===== config.mk =====
export PLATFORM = sky130hd
export DESIGN_NAME = regfile_wb_arbiter
export DESIGN_NICKNAME = d
export VERILOG_FILES = /design/src/rtl/regfile_wb_arbiter.sv
export SDC_FILE = /design/constraint.sdc
export NUM_CORES = 1
export LEC_CHECK = 0
export CAP_MARGIN = 10
export CELL_PAD_IN_SITES_DETAIL_PLACEMENT = 0
export CELL_PAD_IN_SITES_GLOBAL_PLACEMENT = 2
export CORE_MARGIN = 2
export CORE_UTILIZATION = 33
export DETAILED_ROUTE_END_ITERATION = 10
export GPL_TIMING_DRIVEN = 1
export PLACE_DENSITY_LB_ADDON = 0.05
export SLEW_MARGIN = 20
export SYNTH_ARGS = -nofsm -noshare
export SYNTH_HDL_FRONTEND = slang
export SYNTH_SLANG_ARGS = --single-unit

===== constraint.sdc =====
create_clock -name clk_i -period 8.3 [get_ports clk_i]
set_input_delay 0.83 -clock clk_i [delete_from_list [all_inputs] [get_ports clk_i]]
set_output_delay 0.83 -clock clk_i [all_outputs]
set_load 0.005 [all_outputs]

===== src/rtl/regfile_wb_arbiter.sv =====
// ---------------------------------------------------------------------------
// regfile_wb_arbiter
//
// Shares the single register-file write port between two writeback sources:
// A (ALU result path) and B (load return path). Each source has a one-entry
// holding register behind a valid/ready handshake. A round-robin grant drains
// at most one holding register per cycle onto the registered write port.
// A pending mask marks destination registers whose write is still in flight,
// for use by hazard/stall logic.
//
// Ports
//   clk_i        clock, all state on the rising edge
//   rst_i        asynchronous, active-high reset
//   flush_i      synchronous discard of all queued and in-flight writes
//   a_valid_i    source A write request
//   a_ready_o    source A can be accepted this cycle
//   a_addr_i     source A destination register
//   a_data_i     source A write data
//   b_valid_i    source B write request
//   b_ready_o    source B can be accepted this cycle
//   b_addr_i     source B destination register
//   b_data_i     source B write data
//   we3_o        regfile write enable (registered)
//   addr3_o      regfile write address (registered)
//   wd3_o        regfile write data (registered)
//   pending_o    bit r set while a write to r is held or on the write port
// ---------------------------------------------------------------------------
module regfile_wb_arbiter #(
  parameter int ADDRESS_WIDTH = 5,
  parameter int DATA_WIDTH    = 32
) (
  input  logic                          clk_i,
  input  logic                          rst_i,
  input  logic                          flush_i,
  input  logic                          a_valid_i,
  output logic                          a_ready_o,
  input  logic [ADDRESS_WIDTH-1:0]      a_addr_i,
  input  logic [DATA_WIDTH-1:0]         a_data_i,
  input  logic                          b_valid_i,
  output logic                          b_ready_o,
  input  logic [ADDRESS_WIDTH-1:0]      b_addr_i,
  input  logic [DATA_WIDTH-1:0]         b_data_i,
  output logic                          we3_o,
  output logic [ADDRESS_WIDTH-1:0]      addr3_o,
  output logic [DATA_WIDTH-1:0]         wd3_o,
  output logic [(2**ADDRESS_WIDTH)-1:0] pending_o
);

  localparam int NREG = 2 ** ADDRESS_WIDTH;

  typedef enum logic {
    SRC_A = 1'b0,
    SRC_B = 1'b1
  } src_e;

  // Holding registers
  logic                     hold_v_a_q, hold_v_a_d;
  logic [ADDRESS_WIDTH-1:0] hold_addr_a_q, hold_addr_a_d;
  logic [DATA_WIDTH-1:0]    hold_data_a_q, hold_data_a_d;
  logic                     hold_v_b_q, hold_v_b_d;
  logic [ADDRESS_WIDTH-1:0] hold_addr_b_q, hold_addr_b_d;
  logic [DATA_WIDTH-1:0]    hold_data_b_q, hold_data_b_d;

  // Arbitration and write port
  src_e                     last_gnt_q, last_gnt_d;
  logic                     we3_q, we3_d;
  logic [ADDRESS_WIDTH-1:0] addr3_q, addr3_d;
  logic [DATA_WIDTH-1:0]    wd3_q, wd3_d;

  logic gnt_a, gnt_b;
  logic acc_a, acc_b;

  // Round-robin: a source wins if it is alone, or if it did not win last.
  assign gnt_a = hold_v_a_q && (!hold_v_b_q || (last_gnt_q != SRC_A));
  assign gnt_b = hold_v_b_q && (!hold_v_a_q || (last_gnt_q != SRC_B));

  // A full holding register can still accept when it drains on the same edge,
  // which is what lets a lone source sustain one write per cycle.
  assign a_ready_o = !rst_i && !flush_i && (!hold_v_a_q || gnt_a);
  assign b_ready_o = !rst_i && !flush_i && (!hold_v_b_q || gnt_b);

  assign acc_a = a_valid_i && a_ready_o;
  assign acc_b = b_valid_i && b_ready_o;

  always_comb begin
    hold_v_a_d    = hold_v_a_q;
    hold_addr_a_d = hold_addr_a_q;
    hold_data_a_d = hold_data_a_q;
    hold_v_b_d    = hold_v_b_q;
    hold_addr_b_d = hold_addr_b_q;
    hold_data_b_d = hold_data_b_q;
    last_gnt_d    = last_gnt_q;
    we3_d         = 1'b0;
    addr3_d       = addr3_q;
    wd3_d         = wd3_q;

    if (flush_i) begin
      // Everything in flight is dropped; the arbitration history is kept.
      hold_v_a_d = 1'b0;
      hold_v_b_d = 1'b0;
    end else begin
      // Drain
      if (gnt_a) begin
        we3_d      = 1'b1;
        addr3_d    = hold_addr_a_q;
        wd3_d      = hold_data_a_q;
        last_gnt_d = SRC_A;
        hold_v_a_d = 1'b0;
      end else if (gnt_b) begin
        we3_d      = 1'b1;
        addr3_d    = hold_addr_b_q;
        wd3_d      = hold_data_b_q;
        last_gnt_d = SRC_B;
        hold_v_b_d = 1'b0;
      end

      // Accept (a same-edge accept refills a register that just drained).
      // Writes to x0 complete the handshake but are never stored.
      if (acc_a) begin
        hold_v_a_d    = (a_addr_i != '0);
        hold_addr_a_d = a_addr_i;
        hold_data_a_d = a_data_i;
      end
      if (acc_b) begin
        hold_v_b_d    = (b_addr_i != '0);
        hold_addr_b_d = b_addr_i;
        hold_data_b_d = b_data_i;
      end
    end
  end

  always_ff @(posedge clk_i or posedge rst_i) begin
    if (rst_i) begin
      hold_v_a_q    <= 1'b0;
      hold_addr_a_q <= '0;
      hold_data_a_q <= '0;
      hold_v_b_q    <= 1'b0;
      hold_addr_b_q <= '0;
      hold_data_b_q <= '0;
      last_gnt_q    <= SRC_B;
      we3_q         <= 1'b0;
      addr3_q       <= '0;
      wd3_q         <= '0;
    end else begin
      hold_v_a_q    <= hold_v_a_d;
      hold_addr_a_q <= hold_addr_a_d;
      hold_data_a_q <= hold_data_a_d;
      hold_v_b_q    <= hold_v_b_d;
      hold_addr_b_q <= hold_addr_b_d;
      hold_data_b_q <= hold_data_b_d;
      last_gnt_q    <= last_gnt_d;
      we3_q         <= we3_d;
      addr3_q       <= addr3_d;
      wd3_q         <= wd3_d;
    end
  end

  assign we3_o   = we3_q;
  assign addr3_o = addr3_q;
  assign wd3_o   = wd3_q;

  // Register 0 is hardwired, so it is never reported as pending.
  always_comb begin
    pending_o = '0;
    for (int r = 1; r < NREG; r++) begin
      pending_o[r] = (hold_v_a_q && (hold_addr_a_q == ADDRESS_WIDTH'(r))) ||
                     (hold_v_b_q && (hold_addr_b_q == ADDRESS_WIDTH'(r))) ||
                     (we3_q      && (addr3_q       == ADDRESS_WIDTH'(r)));
    end
  end

endmodule


==> flow_metrics.env <==
export IMPL_hold_viol_final=0
export IMPL_ctsResizeCount=0
export IMPL_clock_skew_ns=0.00943
export IMPL_fin_crit_sh=0.441
export IMPL_yosysWarnings=0
export IMPL_root_buffer="clkbuf_16"
export IMPL_rsz0062_at_grt="no"
export IMPL_hpwlAfterDp_mm=11.0
export IMPL_layout_commonest_cell="clkdlybuf4s50_1"
export IMPL_synthCells=533
export IMPL_ios=151
export IMPL_crit_fanout=29
export IMPL_final_nets=738
export IMPL_synthesis_area_um2=5770
export IMPL_setup_viol=0
export IMPL_synth_cell_type_count=35
export IMPL_gr_total_overflow=0
export IMPL_crit_type="flip-flop to output port"
export IMPL_vias=4738
export IMPL_avgSynthCellArea_um2=10.8
export IMPL_fmax_mhz=273
export IMPL_path_clk_slew_ns=0.06
export IMPL_drt_wl_total_mm=16.7
export IMPL_die_h_um=136
export IMPL_slew_headroom=0.336
export IMPL_routed_via_density=5.28
export IMPL_die_x_um=136
export IMPL_cts_tree="yes"
export IMPL_status="finished clean"
export IMPL_avgRoutedWirePerCell_um=18.6
export IMPL_die_area_um2=18500
export IMPL_fin_setup_tns_ns=0
export IMPL_synthToLayoutAreaGrowth_pct=37.0
export IMPL_insertedDiodeCount=0
export IMPL_cts_htree_levels=4
export IMPL_ys_seq_area_frac=0.499
export IMPL_portBuffers=149
export IMPL_ys_ff_latch=115
export IMPL_clk_path_buf_depth=2
export IMPL_fin_util=0.460
export IMPL_leakagePower_uw=0.00328
export IMPL_fill_cells=1629
export IMPL_drtIter0Drc=262
export IMPL_ys_top_cells_by_area="dfrtp_1, mux2_2, mux2_4"
export IMPL_place_gp_congestion=0.855
export IMPL_cts_sinks=115
export IMPL_grt_max_degree=88
export IMPL_rows=48
export IMPL_drive_above_1_share=0.182
export IMPL_clk_latency_ns=0.40
export IMPL_cp_arrival_ns=2.83
export IMPL_hold_path_class="flip-flop to flip-flop"
export IMPL_drv_cap=0
export IMPL_critPathRequiredTime_ns=7.47
export IMPL_initial_core_util=0.336
export IMPL_tightest_slew_ns=0.995
export IMPL_syn_num_nets=612
export IMPL_synth_top_cell_area_share=0.495
export IMPL_drc=0
export IMPL_peakVddDrop_v=0.000151
export IMPL_antenna_found_initial=0
export IMPL_slew_viol_final=0
export IMPL_synth_area_leader_cell="dfrtp_1"
export IMPL_worstSetupStartpointType="flip-flop"
export IMPL_final_cell_mix="clkdlybuf4s50_1, dfrtp_1, nand2_1"
export IMPL_post_cts_buffers=0
export IMPL_ant_nets=0
export IMPL_postCtsHoldBufs=0
export IMPL_track_usage=0.186
export IMPL_cts_made_buffers=17
export IMPL_end_kind="output port"
export IMPL_grt_pass1_vias=4733
export IMPL_cellPowerDensity_nw_per_um2=240
export IMPL_firstDrtPassIters=5
export IMPL_core_um2=17200
export IMPL_grt_pass1_wl_mm=26.3
export IMPL_period_needed_ns=3.66
layout make-up:
class	count	area [um2]	area share
clock buffers	19	443	0.0561
clock inverters	13	109	0.0138
inverters	4	17.5	0.00222
multi-input cells	370	2660	0.336
flip-flops and latches	115	2880	0.365
well taps	225	282	0.0356
repair buffers	151	1510	0.191
state kept, by name, summed over array words and instances (netlist names):
register / flops
hold_v_b_q: 1
hold_addr_b_q: 5
last_gnt_q: 1
we3_o: 1
hold_data_b_q: 32
addr3_o: 5
hold_v_a_q: 1
wd3_o: 32
hold_addr_a_q: 5
hold_data_a_q: 32
cell families after synthesis:
group / Yosys count / synth area share
muxes: 74 / 0.164
other: 1 / 0.000650
and+or+nand+nor: 182 / 0.166
DFF: 115 / 0.499
buffers and inverters: 48 / 0.0425
AOI/OAI and AO/OA: 113 / 0.128
routing by layer:
metal	up-vias	global-route usage	wire length [um]
li1	2210	-	-
met1	2350	0.241	7330
met2	161	0.301	8000
met3	17	0.0522	1080
met4	0	0.0584	248
met5	-	0	0
power by group:
| part | internal [uW] | total, uW | switching, uW | leakage, uW |
|---|---|---|---|---|
| registers | 685 | 804 | 119 | 0.00134 |
| logic | 255 | 409 | 155 | 0.00167 |
| clock network | 418 | 679 | 261 | 0.000269 |
| total | 1360 | 1890 | 534 | 0.00328 |
Yosys cell counts, drive strengths merged:
| library cell | count |
|---|---|
| a31oi | 37 |
| nand2b | 1 |
| and2 | 2 |
| o21ba | 1 |
| o21ai | 41 |
| a32oi | 8 |
| inv | 4 |
| conb | 1 |
| or4 | 2 |
| nor2 | 43 |
| nand3 | 47 |
| dfstp | 1 |
| nor2b | 11 |
| and4b | 9 |
| and4bb | 5 |
| mux2 | 74 |
| dfrtp | 114 |
| o211ai | 2 |
| nand3b | 1 |
| nor4bb | 4 |
| and4 | 3 |
| nor4b | 3 |
| a311oi | 1 |
| nand2 | 51 |
| a22oi | 21 |
| clkbuf | 20 |
| a222oi | 2 |
| buf | 24 |
critical path: stages, from the launching register on:
cell             delay [ns]
dfrtp_2                0.64
buf_4                  0.42
nor4b_1                0.58
a22oi_1                0.18
nand2_1                0.11
clkdlybuf4s50_1        0.50
path summary, 6_finish.rpt:
path                                          startpoint  slack, ns                             to  depth (start not counted)
max                               hold_v_a_q$_DFFE_PP0P_       4.64                   pending_o[2]                          5
min                        hold_data_a_q[17]$_DFFE_PP0P_       0.50  hold_data_a_q[17]$_DFFE_PP0P_                          1
max reg2reg                       hold_v_a_q$_DFFE_PP0P_       5.72  hold_data_a_q[24]$_DFFE_PP0P_                          4
min reg2reg                hold_data_a_q[17]$_DFFE_PP0P_       0.50  hold_data_a_q[17]$_DFFE_PP0P_                          1
max in group asynchronous                          rst_i       6.25   hold_data_a_q[4]$_DFFE_PP0P_                          3
min in group asynchronous                          rst_i       0.90         hold_v_b_q$_DFFE_PP0P_                          2
per-stage QoR:
step                      std cells  hold slack (ns)  area (um2)  power [uW]  worst slack (ns)
after floorplan                 533            0.473        5770        1000              4.43
after global placement          865            0.484        7340        1220              5.06
after detailed placement        865            0.489        7340        1230              4.99
after CTS                       897            0.506        7900        1920              4.62
after global routing            897            0.522        7900        2000              4.46
final                           897            0.504        7900        1890              4.64
Power figures use the tool's default switching activity.
